<file path="src/rtl/led_pattern_shifter_pkg.sv">
// Shared constants for the LED pattern shifter: mode and direction encodings.
package led_pattern_pkg;

  localparam logic [1:0] MODE_JOHNSON = 2'b00;
  localparam logic [1:0] MODE_RING    = 2'b01;
  localparam logic [1:0] MODE_BOUNCE  = 2'b10;
  localparam logic [1:0] MODE_HOLD    = 2'b11;

  localparam logic DIR_UP   = 1'b0;
  localparam logic DIR_DOWN = 1'b1;

  // Every mode except hold advances the pattern on a tick.
  function automatic logic is_step_mode(input logic [1:0] mode);
    return mode != MODE_HOLD;
  endfunction

endpackage

</file>
<file path="src/rtl/led_pattern_shifter_if.sv">
// Control/status bundle of the LED pattern shifter.
// master: the controller driving mode/load/duty; slave: the shifter itself.
interface led_pattern_shifter_if #(
  parameter int unsigned WIDTH  = 4,
  parameter int unsigned DUTY_W = 4
);
  logic              en;
  logic [1:0]        mode;
  logic              dir;
  logic              load;
  logic [WIDTH-1:0]  load_val;
  logic [DUTY_W-1:0] duty;
  logic [WIDTH-1:0]  led;
  logic              step;
  logic              wrap;

  modport master (
    output en, mode, dir, load, load_val, duty,
    input  led, step, wrap
  );

  modport slave (
    input  en, mode, dir, load, load_val, duty,
    output led, step, wrap
  );
endinterface

</file>
<file path="src/rtl/led_prescaler.sv">
// Free-running divider: counts 0..DIV-1 and flags the terminal count as the step tick.
module led_prescaler #(
  parameter int unsigned DIV   = 2700000,
  parameter int unsigned CNT_W = 32
) (
  input  logic clk,
  input  logic rst_n,
  output logic tick
);

  localparam logic [CNT_W-1:0] CntLast = CNT_W'(DIV - 1);

  logic [CNT_W-1:0] cnt_q;

  assign tick = (cnt_q == CntLast);

  // Counter wraps to zero on the tick cycle; nothing else touches it.
  always_ff @(posedge clk or negedge rst_n) begin
    if (!rst_n) begin
      cnt_q <= '0;
    end else if (tick) begin
      cnt_q <= '0;
    end else begin
      cnt_q <= cnt_q + CNT_W'(1);
    end
  end

endmodule

</file>
<file path="src/rtl/led_pattern_shifter.sv">
// LED pattern generator: Johnson, ring, bounce and hold modes stepped by a prescaler tick,
// with parallel load and step/wrap status pulses.
// Optional PWM dimming is built when LED_PATTERN_DIM_EN is defined.
module led_pattern_shifter
  import led_pattern_pkg::*;
#(
  parameter int unsigned WIDTH  = 4,
  parameter int unsigned DIV    = 2700000,
  parameter int unsigned CNT_W  = 32,
  parameter int unsigned DUTY_W = 4
) (
  input  logic                  clk,
  input  logic                  rst_n,
  led_pattern_shifter_if.slave  bus
);

  localparam logic [WIDTH-1:0] PatOrigin = WIDTH'(1);

  logic             tick;
  logic             do_step;
  logic             pat_onehot;
  logic [WIDTH-1:0] pat_q, pat_d, next_pat;
  logic             bdir_q, bdir_d, next_bdir;
  logic             next_wrap;
  logic             step_q, step_d;
  logic             wrap_q, wrap_d;

  led_prescaler #(
    .DIV   (DIV),
    .CNT_W (CNT_W)
  ) u_prescaler (
    .clk   (clk),
    .rst_n (rst_n),
    .tick  (tick)
  );

  assign pat_onehot = $onehot(pat_q);

  // Candidate next pattern for the current mode/direction, used only when a step happens.
  always_comb begin
    next_pat  = pat_q;
    next_bdir = bdir_q;
    unique case (bus.mode)
      MODE_JOHNSON: begin
        if (bus.dir == DIR_UP) begin
          next_pat = {pat_q[WIDTH-2:0], ~pat_q[WIDTH-1]};
        end else begin
          next_pat = {~pat_q[0], pat_q[WIDTH-1:1]};
        end
      end
      MODE_RING: begin
        if (pat_q == '0) begin
          next_pat = PatOrigin;
        end else if (bus.dir == DIR_UP) begin
          next_pat = {pat_q[WIDTH-2:0], pat_q[WIDTH-1]};
        end else begin
          next_pat = {pat_q[0], pat_q[WIDTH-1:1]};
        end
      end
      MODE_BOUNCE: begin
        if (!pat_onehot) begin
          next_pat  = PatOrigin;
          next_bdir = DIR_UP;
        end else if (bdir_q == DIR_UP) begin
          if (pat_q[WIDTH-1]) begin
            // Loaded at the top while heading up: turn around rather than fall off.
            next_pat  = pat_q >> 1;
            next_bdir = DIR_DOWN;
          end else begin
            next_pat  = pat_q << 1;
            next_bdir = pat_q[WIDTH-2] ? DIR_DOWN : DIR_UP;
          end
        end else begin
          if (pat_q[0]) begin
            next_pat  = pat_q << 1;
            next_bdir = DIR_UP;
          end else begin
            next_pat  = pat_q >> 1;
            next_bdir = pat_q[1] ? DIR_UP : DIR_DOWN;
          end
        end
      end
      MODE_HOLD: begin
        next_pat  = pat_q;
        next_bdir = bdir_q;
      end
    endcase
  end

  // Phase origin is all-zero for Johnson and the LSB for ring/bounce.
  always_comb begin
    next_wrap = (bus.mode == MODE_JOHNSON) ? (next_pat == '0) : (next_pat == PatOrigin);
  end

  // Load wins over a coincident tick and swallows it; otherwise a qualified tick steps.
  always_comb begin
    do_step = tick & bus.en & is_step_mode(bus.mode) & ~bus.load;
    pat_d   = pat_q;
    bdir_d  = bdir_q;
    step_d  = 1'b0;
    wrap_d  = 1'b0;
    if (bus.load) begin
      pat_d  = bus.load_val;
      bdir_d = DIR_UP;
    end else if (do_step) begin
      pat_d  = next_pat;
      bdir_d = next_bdir;
      step_d = 1'b1;
      wrap_d = next_wrap;
    end
  end

  // Pattern, bounce direction and status pulse registers.
  always_ff @(posedge clk or negedge rst_n) begin
    if (!rst_n) begin
      pat_q  <= '0;
      bdir_q <= DIR_UP;
      step_q <= 1'b0;
      wrap_q <= 1'b0;
    end else begin
      pat_q  <= pat_d;
      bdir_q <= bdir_d;
      step_q <= step_d;
      wrap_q <= wrap_d;
    end
  end

  assign bus.step = step_q;
  assign bus.wrap = wrap_q;

`ifdef LED_PATTERN_DIM_EN
  logic [DUTY_W-1:0] pwm_cnt_q;

  // Free-running PWM phase; LEDs are lit while the phase is below duty.
  always_ff @(posedge clk or negedge rst_n) begin
    if (!rst_n) begin
      pwm_cnt_q <= '0;
    end else begin
      pwm_cnt_q <= pwm_cnt_q + DUTY_W'(1);
    end
  end

  assign bus.led = pat_q & {WIDTH{pwm_cnt_q < bus.duty}};
`else
  logic [DUTY_W-1:0] duty_unused;

  assign duty_unused = bus.duty;
  assign bus.led     = pat_q;
`endif

endmodule

</file>
<file path="src/flat_wrapper.sv">
// flat-port wrapper written by rule: the top's interface ports become plain ports
module led_pattern_shifter_flat import led_pattern_pkg::*;
#(
  parameter int unsigned WIDTH  = 4,
  parameter int unsigned DIV    = 2700000,
  parameter int unsigned CNT_W  = 32,
  parameter int unsigned DUTY_W = 4
)
  (clk, rst_n, bus_en, bus_mode, bus_dir, bus_load, bus_load_val, bus_duty, bus_led, bus_step, bus_wrap);
  led_pattern_shifter_if #(.WIDTH(WIDTH), .DUTY_W(DUTY_W)) bus_i ();
  input  logic clk;
  input  logic rst_n;
  input wire logic [$bits(bus_i.en)-1:0] bus_en;
  input wire logic [$bits(bus_i.mode)-1:0] bus_mode;
  input wire logic [$bits(bus_i.dir)-1:0] bus_dir;
  input wire logic [$bits(bus_i.load)-1:0] bus_load;
  input wire logic [$bits(bus_i.load_val)-1:0] bus_load_val;
  input wire logic [$bits(bus_i.duty)-1:0] bus_duty;
  output wire logic [$bits(bus_i.led)-1:0] bus_led;
  output wire logic [$bits(bus_i.step)-1:0] bus_step;
  output wire logic [$bits(bus_i.wrap)-1:0] bus_wrap;
  assign bus_i.en = bus_en;
  assign bus_i.mode = bus_mode;
  assign bus_i.dir = bus_dir;
  assign bus_i.load = bus_load;
  assign bus_i.load_val = bus_load_val;
  assign bus_i.duty = bus_duty;
  assign bus_led = bus_i.led;
  assign bus_step = bus_i.step;
  assign bus_wrap = bus_i.wrap;
  led_pattern_shifter #(.WIDTH(WIDTH), .DIV(DIV), .CNT_W(CNT_W), .DUTY_W(DUTY_W)) u_core (.clk(clk), .rst_n(rst_n), .bus(bus_i));
endmodule
</file>
<file path="config.mk">
export PLATFORM = sky130hd
export DESIGN_NAME = led_pattern_shifter_flat
export DESIGN_NICKNAME = d
export VERILOG_FILES = /design/src/rtl/led_pattern_shifter_pkg.sv /design/src/rtl/led_pattern_shifter_if.sv /design/src/rtl/led_prescaler.sv /design/src/rtl/led_pattern_shifter.sv /design/src/flat_wrapper.sv
export SDC_FILE = /design/constraint.sdc
export NUM_CORES = 1
export LEC_CHECK = 0
export BUFFER_PORTS_ARGS = -buffer_cell sky130_fd_sc_hd__buf_2
export CAP_MARGIN = 20
export CORE_ASPECT_RATIO = 1.1
export CORE_MARGIN = 2
export CORE_UTILIZATION = 60
export CTS_BUF_LIST = sky130_fd_sc_hd__clkbuf_8
export DETAILED_ROUTE_END_ITERATION = 10
export GPL_TIMING_DRIVEN = 0
export PLACE_DENSITY = 0.86
export SYNTH_ARGS = -nofsm -noshare
export SYNTH_HDL_FRONTEND = slang
export SYNTH_SLANG_ARGS = --single-unit
export TNS_END_PERCENT = 1
</file>
<file path="constraint.sdc">
create_clock -name clk -period 7.45 [get_ports clk]
set_input_delay 0.3725 -clock clk [delete_from_list [all_inputs] [get_ports clk]]
set_output_delay 0.3725 -clock clk [all_outputs]
set_load 0.05 [all_outputs]
</file>
==> results of run 1 <==
[per-layer routing]
layer,global-route usage [%],part of all wire (%),vias up
met5,0,0,-
met4,8.213,1.4,0
met3,4.221,5.2,7
met2,38.89,49,59
met1,33.12,44,903
li1,-,-,882
[metrics by stage]
step | power (mW) | util [%]
after global routing | 0.4642 | 69.60
final | 0.4425 | 69.60
after detailed placement | 0.2732 | 66.54
after CTS | 0.4485 | 69.60
after floorplan | 0.2567 | -
after global placement | 0.2727 | 66.54
[sequential cells by signal (all words and copies together), names as in the netlist]
name / cells
u_core.bus.step: 1
u_core.u_prescaler.cnt_q: 32
u_core.bus.wrap: 1
u_core.bus.led: 4
u_core.bdir_q: 1
[path summary, 6_finish.rpt]
check / endpoint / slack, ns
min: u_core.bus.led[3] / 0.18
min in group clk: u_core.bus.led[2] / 0.31
max reg2reg: u_core.bus.led[3] / 4.40
min reg2reg: u_core.u_prescaler.cnt_q[30] / 0.49
max: u_core.bus.led[3] / 4.40
max in group asynchronous: u_core.u_prescaler.cnt_q[11] / 6.74
[cell type report]
| cell class | instances | area, µm² | area share (%) |
|---|---|---|---|
| multi-input cells | 179 | 1289 | 50.27 |
| well taps | 50 | 62.56 | 2.440 |
| clock buffers | 5 | 68.82 | 2.684 |
| repair buffers | 14 | 70.07 | 2.733 |
| clock inverters | 3 | 43.79 | 1.708 |
| flip-flops and latches | 39 | 975.9 | 38.07 |
| inverters | 8 | 30.03 | 1.171 |
| plain buffers | 6 | 23.77 | 0.9273 |
[placed cells by master (no fill, tap or decap), types with 3 or more instances in the layout]
master    synthesis  layout
xor2_1           11      11
buf_2             0      14
nand3_1          12      12
clkbuf_1          5       5
inv_1             8       8
and4_1            4       4
mux2i_1           4       4
clkbuf_8          0       5
nor2_1           15      15
xnor2_1          17      17
a21oi_1           4       4
nand2b_1          3       3
ha_1              8       8
o21ai_0           7       7
and3_1            4       4
nor4_1            7       7
dfrtp_1          39      39
nor3_1            3       3
nor2b_1           3       3
o31ai_1           3       3
nor4_2            3       3
nand2_1          23      23
mux2_2            3       3
nand4_1           7       7
[logic make-up (layout without fill, tap and decap cells)]
family / count (synthesis) / in the layout / synth area share (%)
multiplexers: 7 / 7 / 3.184
flip-flops: 39 / 39 / 42.09
AND/OR/NAND/NOR: 102 / 102 / 26.44
AO/OA/AOI/OAI: 33 / 33 / 10.20
adder cells (fa/ha/maj): 9 / 9 / 5.181
buffers and inverters: 14 / 36 / 2.320
XOR/XNOR: 28 / 28 / 10.58
[critical path: cells and delay by family, from the launching register on]
kind,cells,cell delay [ns]
adder cells (fa/ha/maj),3,0.97
flip-flops,1,0.50
AND/OR/NAND/NOR,2,0.64
AO/OA/AOI/OAI,3,0.69
buffers and inverters,1,0.18
[power by group through the flow]
stage / clock (mW) / combinational, mW / sequential, mW
4_1_cts: 0.179 / 0.0509 / 0.218
2_1_floorplan: 0 / 0.0284 / 0.228
6_report: 0.173 / 0.0509 / 0.219
3_5_place_dp: 0 / 0.0505 / 0.223
5_1_grt: 0.188 / 0.0572 / 0.219
3_3_place_gp: 0 / 0.0499 / 0.223
==> results_dict.tcl, run 1 <==
set metrics [dict create \
    drive_gt1_share_pct 16.14 \
    seqPwrFrac_pct 49.4 \
    dieArea_um2 4378 \
    grt_max_degree 40 \
    cts_sinks 39 \
    cap_violations 0 \
    grt_use_total_pct 24.13 \
    startpoint "u_core.bus.led[0]" \
    drt_iter0_markers 155 \
    pwr-share-clk_pct 39.1 \
    dp_slack_ns 4.436 \
    place_congestion 0.9245 \
    p_sw_mw 0.1113 \
    ys_seq_area_share_pct 42.09 \
    core-area_um2 3684 \
    syn_nets 256 \
    synth.most_common_cell "dfrtp_1" \
    htreeDepth 2 \
    status "finished clean" \
    r2r-start "u_core.bus.led[0]" \
    cts.hold.buffers_added 0 \
    crit_fanout 8 \
    synth_area_per_cell_um2 9.993 \
    clockRootBuffer "clkbuf_8" \
    die_h_um 69.20 \
    cts.reportedPaths.clkPinSlew_ns 0.08 \
    yosys_warnings 0 \
    post-dp-hpwl_um 3399 \
    cpMostUsedCell "ha_1" \
    ys_ff_latch 39 \
    clk_path_buf_depth 2 \
    wl_um 4707 \
    yosys-top-cells-count "dfrtp_1, nand2_1, xnor2_1, nor2_1, nand3_1" \
    p_comb_share_pct 11.5 \
    io_pins 21 \
    finalNetCount 277 \
    final_max_slew_viol_count 0 \
    hold_viol_final 0 \
    swShare_pct 25.14 \
    antenna_cells 0 \
    hp-class "input pin to async pin" \
    setup_ws_ns 4.401 \
    grt_overflow_total 0 \
    cp_cell_sequence "inv_1 > ha_1 > ha_1 > fa_1 > nor3b_1 > nand2_1 > o21a_1 > o211ai_1 > o311a_1" \
    viasPerCell 6.089 \
    crit_type "flip-flop to flip-flop" \
    placedCellCount 296 \
    fillers 290 \
    power_density_nw_per_um2 172.6 \
    synth_enable_flop_cells 0 \
    r2r_cells 9 \
    cts_tree "done" \
    cellLeakagePower_nw 1.130 \
    initial_core_util_pct 62.94 \
    slew_headroom_pct 44.42 \
    yosys_most_used_dff "dfrtp_1" \
    grt_pass1_vias 1857 \
    synth_area_leaders "dfrtp_1, xnor2_1, ha_1" \
    peakVddDrop_uv 132.0 \
    worstSkewPairLatency_ns 0.29 \
    cp.required_ns 7.68 \
    setup_viol 0 \
    drc 0 \
    synthArstFlopShare_pct 100.0 \
    cts_buffers 5 \
    start_kind "flip-flop" \
    min_period_ns 3.049 \
    p_int_mw 0.3313 \
    fin_skew_ns 0.006260 \
    tightest_slew_ns 0.8337 \
    post_drt_wl_per_cell_um 15.48 \
    vias 1851 \
    critPathSlowestCell "dfrtp_1" \
    rsz0062_at_grt "no" \
    critPathArrivalTime_ns 3.28 \
    fmax_mhz 328.0 \
    placementRows 23 \
    grt_first_pass_wirelength_um 8514 \
    portBuffers 14 \
    tns_ns 0 \
    slowest_delay_ns 0.50 \
    syn-instance-count 232 \
    antenna_found_initial 0 \
    synth.cell_area_um2 2318 \
    post_cts_buffers 0 \
    fin_area_um2 2564 \
    cts.repair.resized 0 \
    drt-pass1-iter-count 4 \
    fin_crit_sh_pct 40.93 \
    hold_slack_ns 0.1842 \
    dpl-instance-area_um2 2451 \
    endpoint_kind "flip-flop" \
    instances_no_fill 304 \
    ant_nets 0 \
    syn_to_final_growth_pct 10.58 \
    yosysTopAreaCell "dfrtp_1" \
    synth_cell_types 52 \
    fp.dieW_um 63.27 \
    synth_top_area_share_pct 42.09 \
]
Power figures use the tool's default switching activity.
==> run 2: changes to the inputs <==
Settings changed: CORE_UTILIZATION 60 to 55, PLACE_DENSITY 0.86 to 0.84.
Clock period 7.45 ns to 2.5 ns, I/O delays scaled along.
==> run 2 against run 1 <==
  * Via count is 1.7% higher
  * Sequential power grew to 2.9 times the previous value
  * Hold slack got worse by 0.13 ns
  * Design area increased by 3.9%
  * First-iteration DRC count fell by 39%
  * Die area rose by 8.5%
  * Global-route usage up 0.51 points
  * Flip-flop and latch count unchanged
  * Critical endpoint unchanged
  * Largest power group unchanged
  * Critical path depth unchanged
  * Count of clock-buffer cells in the layout stayed put
  * Worst setup slack got worse by 4.5 ns
  * The run now ends with negative setup slack left
==> results_dict.tcl, run 2 (synthesized netlist as in run 1, its figures left out) <==
set metrics [dict create \
    status "complete, but fails checks" \
    failed_checks "negative setup slack" \
    critPathArrivalTime_ns 2.77 \
    cts_sinks 39 \
    fin_area_um2 2663 \
    fin_crit_sh_pct 102.0 \
    tns_ns -0.06218 \
    syn_to_final_growth_pct 14.84 \
    antenna_found_initial 0 \
    setup_viol 2 \
    post_drt_wl_per_cell_um 16.35 \
    core-area_um2 3994 \
    dieArea_um2 4751 \
    drive_gt1_share_pct 22.99 \
    tightest_slew_ns 0.8541 \
    crit_type "flip-flop to flip-flop" \
    grt_pass1_vias 2019 \
    fp.dieW_um 65.91 \
    place_congestion 0.9142 \
    grt_overflow_total 0 \
    instances_no_fill 313 \
    slew_headroom_pct 43.06 \
    hold_viol_final 0 \
    grt_use_total_pct 24.65 \
    rsz0062_at_grt "yes" \
    largest_reg_flops 32 \
    cts.reportedPaths.clkPinSlew_ns 0.07 \
    cap_violations 0 \
    worstSkewPairLatency_ns 0.29 \
    drt_iter0_markers 94 \
    layout_common_cells "dfrtp_1, nand2_1, xnor2_1" \
    final_common_cell "dfrtp_1" \
    regArea_um2 983.4 \
    start_kind "flip-flop" \
    setup_ws_ns -0.04911 \
    peakVddDrop_uv 433.3 \
    dp_slack_ns -0.1254 \
    grt_first_pass_wirelength_um 9108 \
    clk_path_buf_depth 2 \
    placedCellCount 298 \
    cts_buffers 5 \
    wl_um 5116 \
    clockRootBuffer "clkbuf_8" \
    htreeDepth 2 \
    fin_skew_ns 0.008237 \
    antenna_cells 0 \
    endpoint_kind "flip-flop" \
    min_period_ns 2.549 \
    crit_fanout 4 \
    initial_core_util_pct 58.05 \
    final_max_slew_viol_count 0 \
    ant_nets 0 \
    drt-pass1-iter-count 4 \
    io_pins 21 \
    drc 0 \
    cp.required_ns 2.72 \
    die_h_um 72.10 \
    top_register "u_core.u_prescaler.cnt_q" \
    finalNetCount 284 \
    post-dp-hpwl_um 3352 \
    fillers 309 \
    multiInputGateArea_um2 1349 \
    viasPerCell 6.016 \
    grt_max_degree 40 \
    hp-class "input pin to flip-flop" \
    cellLeakagePower_nw 1.150 \
    dpl-instance-area_um2 2496 \
    fmax_mhz 392.3 \
    power_density_nw_per_um2 477.6 \
    placementRows 24 \
    vias 1883 \
    cts_tree "done" \
    portBuffers 14 \
]
run 2: changes by cell type in the layout (fill, tap and decap cells not counted), moves of 2 or more:
cell | before | now
ha_1 | 8 | 4
buf_4 | 0 | 6
inv_2 | 0 | 3
dfrtp_2 | 0 | 3
inv_1 | 8 | 6
ha_4 | 0 | 3
dfrtp_1 | 39 | 35
run 2: metal layers:
layer	vias to the layer above	part of all wire [%]	wire (µm)	global-route usage (%)
met5	-	0	0	0
met4	0	2.4	123	11.11
met3	12	3.3	170	3.721
met2	54	53	2690	43.43
met1	915	42	2132	29.50
li1	902	-	-	-
run 2: layout make-up:
cell class / instances / share of cell area [%]
Tap cell: 52 / 2.444
Multi-Input combinational cell: 179 / 50.66
Buffer: 6 / 0.8929
Sequential cell: 39 / 36.94
Clock inverter: 3 / 0.4699
Timing Repair Buffer: 21 / 4.699
Clock buffer: 5 / 2.585
Inverter: 8 / 1.316
run 2: what timing repair did:
action,4_1_cts,5_1_grt
hold buffers,1,0
gates resized for setup,4,3
pin swaps,8,4
gates cloned,0,0
setup endpoints to repair,5,5
endpoints found under the hold margin,39,0
setup buffers,6,0
run 2: final timing paths:
check / start / to / slack (ns) / cells after the start
setup reg to reg: u_core.bus.led[0] / u_core.bus.led[3] / -0.05 / 9
min in group asynchronous: rst_n / u_core.u_prescaler.cnt_q[22] / 0.47 / 2
max in group asynchronous: rst_n / u_core.bus.led[0] / 1.38 / 2
hold reg to reg: u_core.u_prescaler.cnt_q[31] / u_core.u_prescaler.cnt_q[31] / 0.48 / 1
setup / recovery: u_core.bus.led[0] / u_core.bus.led[3] / -0.05 / 9
hold / removal: bus_load_val[1] / u_core.bus.led[1] / 0.05 / 3
run 2: where the power goes:
| group | leakage (nW) | switching (mW) | internal [mW] | total, mW |
|---|---|---|---|---|
| Clock | 0.0505 | 0.216 | 0.188 | 0.403 |
| Sequential | 0.518 | 0.00659 | 0.638 | 0.645 |
| Combinational | 0.582 | 0.131 | 0.0929 | 0.224 |
| Total | 1.15 | 0.353 | 0.919 | 1.27 |
run 2: through the flow:
| step | hold WS [ns] | power (mW) | util (%) |
|---|---|---|---|
| after floorplan | -0.1706 | 0.7803 | - |
| after global placement | 0.2678 | 0.8255 | 62.50 |
| after detailed placement | 0.2843 | 0.8297 | 62.50 |
| after CTS | 0.04809 | 1.251 | 66.45 |
| after global routing | 0.07613 | 1.323 | 66.67 |
| final | 0.05010 | 1.272 | 66.67 |
run 2: worst max-delay path, stage by stage (launching register included):
cell	delay (ns)
dfrtp_4	0.51
inv_6	0.07
ha_4	0.19
ha_4	0.16
fa_1	0.47
nor3b_4	0.24
nand2_2	0.12
o21a_1	0.21
o211ai_1	0.29
o311a_1	0.22
